==> src/rtl/fo_interp_upsampler.sv <==
// Linear-interpolating upsampler feeding the first-order sigma-delta DAC.
// Buffers slow-rate samples in a small FIFO and ramps between them over 2^RATE_LOG2 clocks.
module fo_interp_upsampler #(
  parameter int BITS      = 16,
  parameter int RATE_LOG2 = 8,
  parameter int FIFO_LOG2 = 2
) (
  input  logic                 clk,
  input  logic                 reset,
  input  logic [BITS-1:0]      in_data,
  input  logic                 in_valid,
  output logic                 in_ready,
  output logic [BITS-1:0]      out,
  output logic                 underrun,
  output logic [FIFO_LOG2:0]   fifo_level
);

  localparam int DEPTH = 1 << FIFO_LOG2;
  localparam int ACC_W = BITS + RATE_LOG2 + 1;
  localparam logic [FIFO_LOG2:0] DEPTH_L = (FIFO_LOG2 + 1)'(DEPTH);

  logic [RATE_LOG2-1:0] phase;
  logic [BITS-1:0]      mem [DEPTH];
  logic [FIFO_LOG2-1:0] wr_ptr;
  logic [FIFO_LOG2-1:0] rd_ptr;
  logic [FIFO_LOG2:0]   level;
  logic [BITS-1:0]      prev;
  logic [BITS-1:0]      cur;
  logic [BITS:0]        delta;
  logic [ACC_W-1:0]     acc;

  logic full;
  logic empty;
  logic boundary;
  logic push;
  logic pop;

  // Handshake: a sample transfers on any edge where in_valid && in_ready;
  // in_data need only be stable for that edge, and in_ready never depends on in_valid.
  assign full     = (level == DEPTH_L);
  assign empty    = (level == '0);
  assign boundary = &phase;
  assign in_ready = reset && !full;
  assign push     = in_valid && in_ready;
  assign pop      = boundary && !empty;

  assign fifo_level = level;

  always_ff @(posedge clk) begin
    if (push) mem[wr_ptr] <= in_data;
  end

  always_ff @(posedge clk) begin
    if (!reset) begin
      phase    <= '0;
      wr_ptr   <= '0;
      rd_ptr   <= '0;
      level    <= '0;
      prev     <= '0;
      cur      <= '0;
      delta    <= '0;
      acc      <= '0;
      out      <= '0;
      underrun <= 1'b0;
    end else begin
      phase <= phase + RATE_LOG2'(1);
      if (push) wr_ptr <= wr_ptr + FIFO_LOG2'(1);
      if (pop)  rd_ptr <= rd_ptr + FIFO_LOG2'(1);
      level <= level + (FIFO_LOG2 + 1)'(push) - (FIFO_LOG2 + 1)'(pop);

      // At a boundary the accumulator is re-seeded from cur so rounding never drifts.
      if (boundary) begin
        prev <= cur;
        acc  <= {cur[BITS-1], cur, {RATE_LOG2{1'b0}}};
        if (!empty) begin
          cur   <= mem[rd_ptr];
          delta <= {mem[rd_ptr][BITS-1], mem[rd_ptr]} - {cur[BITS-1], cur};
        end else begin
          delta    <= '0;
          underrun <= 1'b1;
        end
      end else begin
        acc <= acc + {{RATE_LOG2{delta[BITS]}}, delta};
      end

      // Slice is an arithmetic shift right by RATE_LOG2 (floor) truncated to BITS.
      out <= acc[BITS+RATE_LOG2-1:RATE_LOG2];
    end
  end

  // Each segment starts from exactly the previous target sample.
  a_segment_start : assert property (@(posedge clk) disable iff (!reset)
    (phase == '0) |-> (acc == {prev[BITS-1], prev, {RATE_LOG2{1'b0}}}));

endmodule

==> config.mk <==
export PLATFORM = sky130hd
export DESIGN_NAME = fo_interp_upsampler
export DESIGN_NICKNAME = d
export VERILOG_FILES = /design/src/rtl/fo_interp_upsampler.sv
export SDC_FILE = /design/constraint.sdc
export NUM_CORES = 1
export LEC_CHECK = 0
export ABC_AREA = 1
export BUFFER_PORTS_ARGS = -buffer_cell sky130_fd_sc_hd__buf_2
export CORE_ASPECT_RATIO = 0.5
export CORE_MARGIN = 4
export CORE_UTILIZATION = 66
export DETAILED_ROUTE_END_ITERATION = 10
export HOLD_SLACK_MARGIN = 0.05
export PLACE_DENSITY = 0.91
export SETUP_SLACK_MARGIN = 0.3
export SLEW_MARGIN = 15
export SYNTH_ARGS = -nofsm -noshare
export SYNTH_HDL_FRONTEND = slang
export SYNTH_SLANG_ARGS = --single-unit
==> constraint.sdc <==
create_clock -name clk -period 7.15 [get_ports clk]
set_input_delay 2.145 -clock clk [delete_from_list [all_inputs] [get_ports clk]]
set_output_delay 2.145 -clock clk [all_outputs]
set_load 0.05 [all_outputs]
==> metrics.yaml, run 1 <==
final_nets: 1158
p_total_mw: 1.90
total_vias_in_the_final_route: 6944
drtAntennaViolNets: 0
peakVddDrop_uv: 183
hold_ws_ps: 437
status: "finished clean"
crit_required_ps: 5010
syn_avg_cell_area_um2: 7.78
timing.final.crit_period_ps: 5710
ioPinCount: 40
rows: 28
portBuffers: 39
die_width_um: 165
clk_latency_ps: 420
post-route-drc-count: 0
netlist_instances: 1047
area_growth_syn_to_layout_pct: 11.2
synth-adder-area-share_pct: 7.80
final_layout_size_suffix_gt1_share_pct: 8.70
postRouteWirelength_um: 18900
synthesis.area_um2: 8150
p_clk_share_pct: 44.6
post_cts_resized: 0
cts_htree_levels: 4
clk_pin_slew_ps: 70
postSynthRegisterBits: 155
grt_start_max_net_pins: 52
post_cts_buffers: 0
synth-seq-area-share_pct: 46.0
comb_power_share_pct: 5.9
intPower_mw: 1.43
die_h_um: 86.6
crit_arrival_ps: 3560
cts_tree: "done"
synth.area.mux_share_pct: 0
post_synth_xor_area_fraction_pct: 1.51
antenna_violations_before_repair: 0
report.final.hold_viol_count: 0
syn_nets: 1115
power_density_nw_per_um2: 210
p_sw_mw: 0.474
post_detailed_route_wirelength_per_cell_um: 14.9
drt-initial-drc-count: 591
timing_worst_slew_pin_value_ps: 896
globalRouteOverflowTotal: 0
number_of_buffers_created_by_cts: 17
gpl.final_weighted_congestion: 0.950
grt_setup_unrepaired: "false"
hold_buffers: 0
end_kind: "output port"
max-slew-margin-rel_pct: 40.2
dpl.hpwl_um: 13400
ys_types: 40
critical_path_peak_fanout: 51
max_cap_viol_count: 0
grtUsageTotal_pct: 28.1
crit_path_start_kind: "primary input"
drt_pre_antenna_iters: 6
final_min_period_over_clock_period_pct: 79.8
antenna_cells: 0
path_class: "primary input to output port"
total_leakage_power_nw: 4.51
initial_core_util_pct: 68.2
timing.clock.skew_ps: 12.0
synth_top_family_by_area: "simple AND/OR/NAND/NOR gates"
ctsLongestPathBuffers: 2
setup-tns-final_ps: 0
cts_root_buffer: "sky130_fd_sc_hd__clkbuf_16"
first_global_vias: 6562
ys_warn_count: 0
hp-class: "flip-flop to flip-flop"
synth-compound-area-share_pct: 10.4
synth-simple-area-share_pct: 24.3
viasPerCell: 5.48
placeableCoreArea_um2: 11900
die_area_um2: 14300
slew_viol_final: 0
final-setup-viol-count: 0
grt_first_pass_wirelength_um: 31200
power_frac_seq_pct: 49.5
max_clock_freq_ghz: 0.175
netSwitchingFraction_pct: 24.9
clkSinkCount: 155
[cell type report]
class	count	area, µm²
clock buffer	17	425
sequential	155	3740
clock inverter	15	134
timing repair buffer	45	240
multi-input combinational	681	3590
fill	864	2890
inverter	190	718
tap	165	206
[registers in the layout, summed over array words and instances (netlist names), named ones only]
name / flops
acc: 24
cur: 16
delta: 17
fifo_level: 3
mem: 64
out: 16
phase: 8
rd_ptr: 2
underrun: 1
wr_ptr: 2
[layer usage]
metal	part of all wire, %	track usage [%]
met5	0	0
met1	42	36.2
met2	47	47.5
met3	8.9	7.13
met4	1.5	7.62
[metrics by stage]
step | util [%] | setup slack [ps] | cells | cell area (µm²)
6_report | 75.8 | 1440 | 1268 | 9050
4_1_cts | 75.8 | 1450 | 1268 | 9050
3_3_place_gp | 71.1 | 1510 | 1236 | 8500
3_5_place_dp | 71.1 | 1460 | 1236 | 8500
2_1_floorplan | - | 2300 | 1047 | 8150
5_1_grt | 75.8 | 1300 | 1268 | 9050
[synthesized netlist by cell type]
master | n | area, µm²
sky130_fd_sc_hd__o21a_1 | 1 | 7.51
sky130_fd_sc_hd__a211oi_1 | 5 | 37.5
sky130_fd_sc_hd__nor3_4 | 1 | 16.3
sky130_fd_sc_hd__inv_2 | 4 | 15.0
sky130_fd_sc_hd__nand2_2 | 1 | 6.26
sky130_fd_sc_hd__edfxtp_1 | 64 | 1920
sky130_fd_sc_hd__a21o_1 | 6 | 45.0
sky130_fd_sc_hd__o22ai_1 | 5 | 31.3
sky130_fd_sc_hd__clkinv_1 | 1 | 3.75
sky130_fd_sc_hd__nor2_8 | 1 | 20.0
sky130_fd_sc_hd__clkinv_4 | 1 | 8.76
sky130_fd_sc_hd__o21ai_2 | 1 | 8.76
sky130_fd_sc_hd__clkbuf_1 | 11 | 41.3
sky130_fd_sc_hd__inv_1 | 184 | 691
sky130_fd_sc_hd__o21ai_0 | 51 | 255
sky130_fd_sc_hd__nand2_1 | 298 | 1120
sky130_fd_sc_hd__nand3b_1 | 3 | 22.5
sky130_fd_sc_hd__nor2_4 | 1 | 11.3
sky130_fd_sc_hd__nand4_1 | 8 | 50.1
sky130_fd_sc_hd__nor3_2 | 1 | 10.0
sky130_fd_sc_hd__a22o_1 | 1 | 8.76
sky130_fd_sc_hd__nand3_1 | 67 | 335
sky130_fd_sc_hd__o21ai_1 | 2 | 10.0
sky130_fd_sc_hd__a21oi_1 | 61 | 305
sky130_fd_sc_hd__nand3_4 | 1 | 17.5
sky130_fd_sc_hd__dfxtp_1 | 91 | 1820
sky130_fd_sc_hd__nor3_1 | 6 | 30.0
sky130_fd_sc_hd__a21oi_2 | 1 | 8.76
sky130_fd_sc_hd__or2_2 | 5 | 31.3
sky130_fd_sc_hd__buf_4 | 2 | 15.0
sky130_fd_sc_hd__xnor2_1 | 9 | 78.8
sky130_fd_sc_hd__nor2_1 | 73 | 274
sky130_fd_sc_hd__nand2_4 | 2 | 22.5
sky130_fd_sc_hd__and2_1 | 2 | 12.5
sky130_fd_sc_hd__o21bai_1 | 3 | 22.5
sky130_fd_sc_hd__a32o_1 | 11 | 110
sky130_fd_sc_hd__ha_1 | 46 | 576
sky130_fd_sc_hd__xor2_1 | 5 | 43.8
sky130_fd_sc_hd__fa_1 | 3 | 60.1
sky130_fd_sc_hd__buf_2 | 8 | 40.0
[power groups by stage]
stage	registers (mW)	clock network, mW	logic, mW
final	0.941	0.848	0.111
after global routing	0.942	0.906	0.124
after CTS	0.941	0.852	0.110
after detailed placement	0.961	0	0.109
after global placement	0.960	0	0.105
after floorplan	0.965	0	0.0706
[worst max-delay path, stage by stage]
cell and delay, ps:
sky130_fd_sc_hd__buf_2 70, sky130_fd_sc_hd__buf_4 420, sky130_fd_sc_hd__inv_1 380, sky130_fd_sc_hd__a21oi_2 230, sky130_fd_sc_hd__buf_2 300
[logic make-up (layout without fill, tap and decap cells)]
logic type / Yosys count / in the layout
AND/OR/NAND/NOR: 470 / 470
XOR/XNOR: 14 / 14
buffers and inverters: 211 / 267
flip-flops: 155 / 155
AO/OA/AOI/OAI: 148 / 148
adder cells (fa/ha/maj): 49 / 49
[worst paths after layout]
check	startpoint	endpoint	slack, ps	cells past startpoint
hold reg to reg	acc[18]	out[10]	440	2
setup / recovery	reset	in_ready	1440	5
setup reg to reg	flip-flop	delta[8]	3840	12
hold / removal	acc[18]	out[10]	440	2
[cells in the final DEF (no fill, tap or decap), drive strengths merged]
master    netlist  routed
nand2         301     301
clkinvlp        0       4
o21ai          54      54
nor2           75      75
a22o            1       1
ha             46      46
clkbuf         11      17
a21oi          62      62
clkinv          2       6
a21o            6       6
or2             5       5
dfxtp          91      91
buf            10      45
edfxtp         64      64
o21a            1       1
xor2            5       5
nand4           8       8
o22ai           5       5
xnor2           9       9
o21bai          3       3
nor3            8       8
a32o           11      11
fa              3       3
nand3b          3       3
nand3          68      68
a211oi          5       5
and2            2       2
inv           188     195
Power figures use the tool's default switching activity.
==> run 2: changes to the inputs <==
--- a/config.mk
+++ b/config.mk
@@ -5,14 +5,14 @@
 export SDC_FILE = /design/constraint.sdc
 export NUM_CORES = 1
 export LEC_CHECK = 0
-export ABC_AREA = 1
+export ABC_AREA = 0
 export BUFFER_PORTS_ARGS = -buffer_cell sky130_fd_sc_hd__buf_2
 export CORE_ASPECT_RATIO = 0.5
 export CORE_MARGIN = 4
-export CORE_UTILIZATION = 66
+export CORE_UTILIZATION = 61
 export DETAILED_ROUTE_END_ITERATION = 10
 export HOLD_SLACK_MARGIN = 0.05
-export PLACE_DENSITY = 0.91
+export PLACE_DENSITY = 0.86
 export SETUP_SLACK_MARGIN = 0.3
 export SLEW_MARGIN = 15
 export SYNTH_ARGS = -nofsm -noshare
==> constraint.sdc (replaced) <==
create_clock -name clk -period 5.65 [get_ports clk]
set_input_delay 1.695 -clock clk [delete_from_list [all_inputs] [get_ports clk]]
set_output_delay 1.695 -clock clk [all_outputs]
set_load 0.05 [all_outputs]
==> run 2 against run 1 <==
Effect of this change: synthesized cell count shrank 37%; register-to-register slack lost 2100 ps; via count shrank 24%; first-iteration DRC count shrank 30%; clock-buffer cell count is the same; cell area shrank 9.1%; sequential cell count is the same; the flow now finishes with violations (design-rule violations); power grew 31%; worst hold slack gained 14 ps; critical path depth shrank 1; sequential share of layout area grew 4.1 points; largest cell class unchanged.
==> metrics.yaml, run 2 <==
critical_path_peak_fanout: 6  # -88%
max_cap_viol_count: 0  # unchanged
clkSinkCount: 155  # unchanged
yosys-top-cells-area: "sky130_fd_sc_hd__edfxtp_1 (26%), sky130_fd_sc_hd__dfxtp_1 (25%), sky130_fd_sc_hd__ha_1 (7.9%), sky130_fd_sc_hd__mux4_2 (4.9%), sky130_fd_sc_hd__nor2_1 (3.5%)"
netlist_instances: 662  # -37%
largest_registers: "mem (64), acc (24), delta (17)"
die_width_um: 163  # -1.5%
post_cts_buffers: 0  # unchanged
clk_latency_ps: 430  # about the same
dpl.hpwl_um: 10600  # -21%
post_synth_top_area_share_pct: 26.3  # +2.7 points
synth_top_area_cell: "sky130_fd_sc_hd__edfxtp_1"
rows: 27  # -3.6%
drt_pre_antenna_iters: 8  # +2
post_cts_resized: 0  # unchanged
largest_register_ffs: 64  # unchanged
power_frac_seq_pct: 47.9  # -1.6 points
p_clk_share_pct: 46.4  # +1.8 points
p_total_mw: 2.50  # +31%
cts_htree_levels: 4  # unchanged
portBuffers: 39  # unchanged
netSwitchingFraction_pct: 23.7  # -1.2 points
max-slew-margin-rel_pct: 38.2  # -2.0 points
postSynthRegisterBits: 155  # unchanged
die_h_um: 85.3  # -1.4%
p_sw_mw: 0.592  # +25%
intPower_mw: 1.90  # +33%
power_density_nw_per_um2: 303  # +45%
top_register: "mem"
hold_buffers: 0  # unchanged
ys_warn_count: 0  # unchanged
slew_viol_final: 0  # unchanged
final_layout_size_suffix_gt1_share_pct: 13.8  # +5.1 points
timing.reg2reg.worst_path_depth: 12  # unchanged
cts_tree: "done"
final_critical_path_setup_slack_ps: 1290  # -154 ps
postRouteWirelength_um: 15900  # -16%
synth.area.mux_share_pct: 7.13  # +7.1 points
post_detailed_route_wirelength_per_cell_um: 18.2  # +22%
crit_path_start_kind: "primary input"
status: "finished with violations"
first_global_vias: 5102  # -22%
violations: "design-rule violations"
initial_core_util_pct: 64.5  # -3.7 points
crit_arrival_ps: 2670  # -890 ps
whs_endpoint: "phase[0]"
final_cell_mix: "sky130_fd_sc_hd__dfxtp_1 (91), sky130_fd_sc_hd__nor2_1 (68), sky130_fd_sc_hd__edfxtp_1 (64), sky130_fd_sc_hd__ha_1 (46), sky130_fd_sc_hd__nand2_1 (43)"
clk_pin_slew_ps: 60  # about the same
post_synth_xor_area_fraction_pct: 3.84  # +2.3 points
ioPinCount: 40  # unchanged
max_clock_freq_ghz: 0.229
drtAntennaViolNets: 0  # unchanged
synth_top_family_by_area: "compound AO/OA/AOI/OAI gates"
report.final.hold_viol_count: 0  # unchanged
r2r-end: "delta[12]"
final-setup-viol-count: 0  # unchanged
comb_power_share_pct: 5.7  # -0.2 points
die_area_um2: 13900  # -2.8%
grt_setup_unrepaired: "false"
hp-class: "flip-flop to flip-flop"
regToRegSetupSlack_ps: 1780  # -2060 ps
antenna_cells: 0  # unchanged
viasPerCell: 6.04  # +10%
antenna_violations_before_repair: 0  # unchanged
setup-tns-final_ps: 0  # unchanged
ys_types: 54  # +35%
syn_avg_cell_area_um2: 11.0  # +42%
timing.final.crit_period_ps: 4360
crit_required_ps: 3950  # -1060 ps
area_of_all_placed_cells_without_fillers_um2: 8230  # -9.1%
number_of_buffers_created_by_cts: 17  # unchanged
final_common_cell: "sky130_fd_sc_hd__dfxtp_1"
ctsLongestPathBuffers: 2  # unchanged
hold_ws_ps: 451  # +13.9 ps
grt_start_max_net_pins: 42  # -19%
worst_hold_startpoint: "phase[0]"
path_class: "primary input to output port"
total_vias_in_the_final_route: 5289  # -24%
total_leakage_power_nw: 3.32  # -27%
yosys.cell_count.top_type: "sky130_fd_sc_hd__dfxtp_1"
final_min_period_over_clock_period_pct: 77.2
synthesis.area_um2: 7300  # -10%
yosys-top-cells-count: "sky130_fd_sc_hd__dfxtp_1 (91), sky130_fd_sc_hd__nor2_1 (68), sky130_fd_sc_hd__edfxtp_1 (64)"
post-route-drc-count: 2  # +2
peakVddDrop_uv: 222  # +22%
filler_cell_count_in_the_final_layout: 746  # -14%
synth-seq-area-share_pct: 51.3  # +5.3 points
detailed_place.area_um2: 7630  # -10%
placement.setup.worst_slack_ps: 1340  # -119 ps
cts_root_buffer: "sky130_fd_sc_hd__clkbuf_16"
area_growth_syn_to_layout_pct: 12.8
number_of_synthesized_flops_with_an_enable_pin: 64  # unchanged
async_set_or_reset_register_ratio_after_synthesis_pct: 0  # unchanged
syn_nets: 730  # -35%
synth-adder-area-share_pct: 8.71  # +0.91 points
grt_first_pass_wirelength_um: 26100  # -16%
synth-simple-area-share_pct: 12.9  # -11 points
timing_worst_slew_pin_value_ps: 924  # +28.5 ps
synth-compound-area-share_pct: 13.2  # +2.8 points
gpl.final_weighted_congestion: 0.909  # -4.3%
whs_path_depth: 1  # -1
placeableCoreArea_um2: 11300  # -5.3%
timing.clock.skew_ps: 13.5  # +1.48 ps
final_nets: 771  # -33%
drt-initial-drc-count: 411  # -30%
grtUsageTotal_pct: 24.0  # -4.1 points
yosys_most_used_dff: "sky130_fd_sc_hd__dfxtp_1"
end_kind: "output port"
globalRouteOverflowTotal: 0  # unchanged
[run 2: changes by cell type after synthesis, sizes merged, moves of 16 or more]
cell,previous run,this run
nand2,301,43
inv,188,30
nand3,68,16
a21oi,62,31
o21ai,54,33
and2,2,21
mux2i,0,16
mux4,0,16
[run 2: kinds of logic after synthesis]
logic type	after synthesis
buf+inv	52
fa+ha+maj	49
flops	155
mux	32
xor+xnor	32
simple gates	198
compound gates	144
[run 2: power by group through the flow]
stage | logic, mW | registers [mW] | clock network (mW)
3_5_place_dp | 0.138 | 1.22 | 0
6_report | 0.143 | 1.20 | 1.16
4_1_cts | 0.141 | 1.20 | 1.17
2_1_floorplan | 0.0903 | 1.23 | 0
5_1_grt | 0.157 | 1.20 | 1.22
3_3_place_gp | 0.133 | 1.22 | 0
[run 2: critical path, cell delays in order]
cell and delay (ps):
sky130_fd_sc_hd__buf_2 100, sky130_fd_sc_hd__inv_1 70, sky130_fd_sc_hd__a21oi_1 440, sky130_fd_sc_hd__buf_2 370
[run 2: worst max path at each step]
stage	start	to	slack [ps]	cells past startpoint
floorplan	reset	in_ready	1000	3
global placement	reset	in_ready	1380	4
detailed placement	reset	in_ready	1340	4
CTS	reset	in_ready	1320	4
global route	reset	in_ready	1240	4
finish	reset	in_ready	1290	4
[run 2: per-layer routing]
| metal | GRT usage, % | wire length [µm] |
|---|---|---|
| met1 | 35.5 | 7530 |
| met5 | 0 | 0 |
| met2 | 36.0 | 6830 |
| met3 | 4.95 | 1330 |
| met4 | 6.85 | 201 |
[run 2: per-stage QoR]
step,std cells,utilization (%)
after global routing,875,72.7
after detailed placement,843,67.4
final,875,72.7
after CTS,875,72.7
after global placement,843,67.4
after floorplan,662,-
[run 2: final cells by class]
type                       count  area [µm²]  share of cell area, %
tap                          159         199                   2.42
clock buffer                  17         425                   5.17
multi-input combinational    455        3340                   40.6
inverter                      30         113                   1.37
sequential                   155        3740                   45.5
timing repair buffer          44         233                   2.83
clock inverter                15         175                   2.13
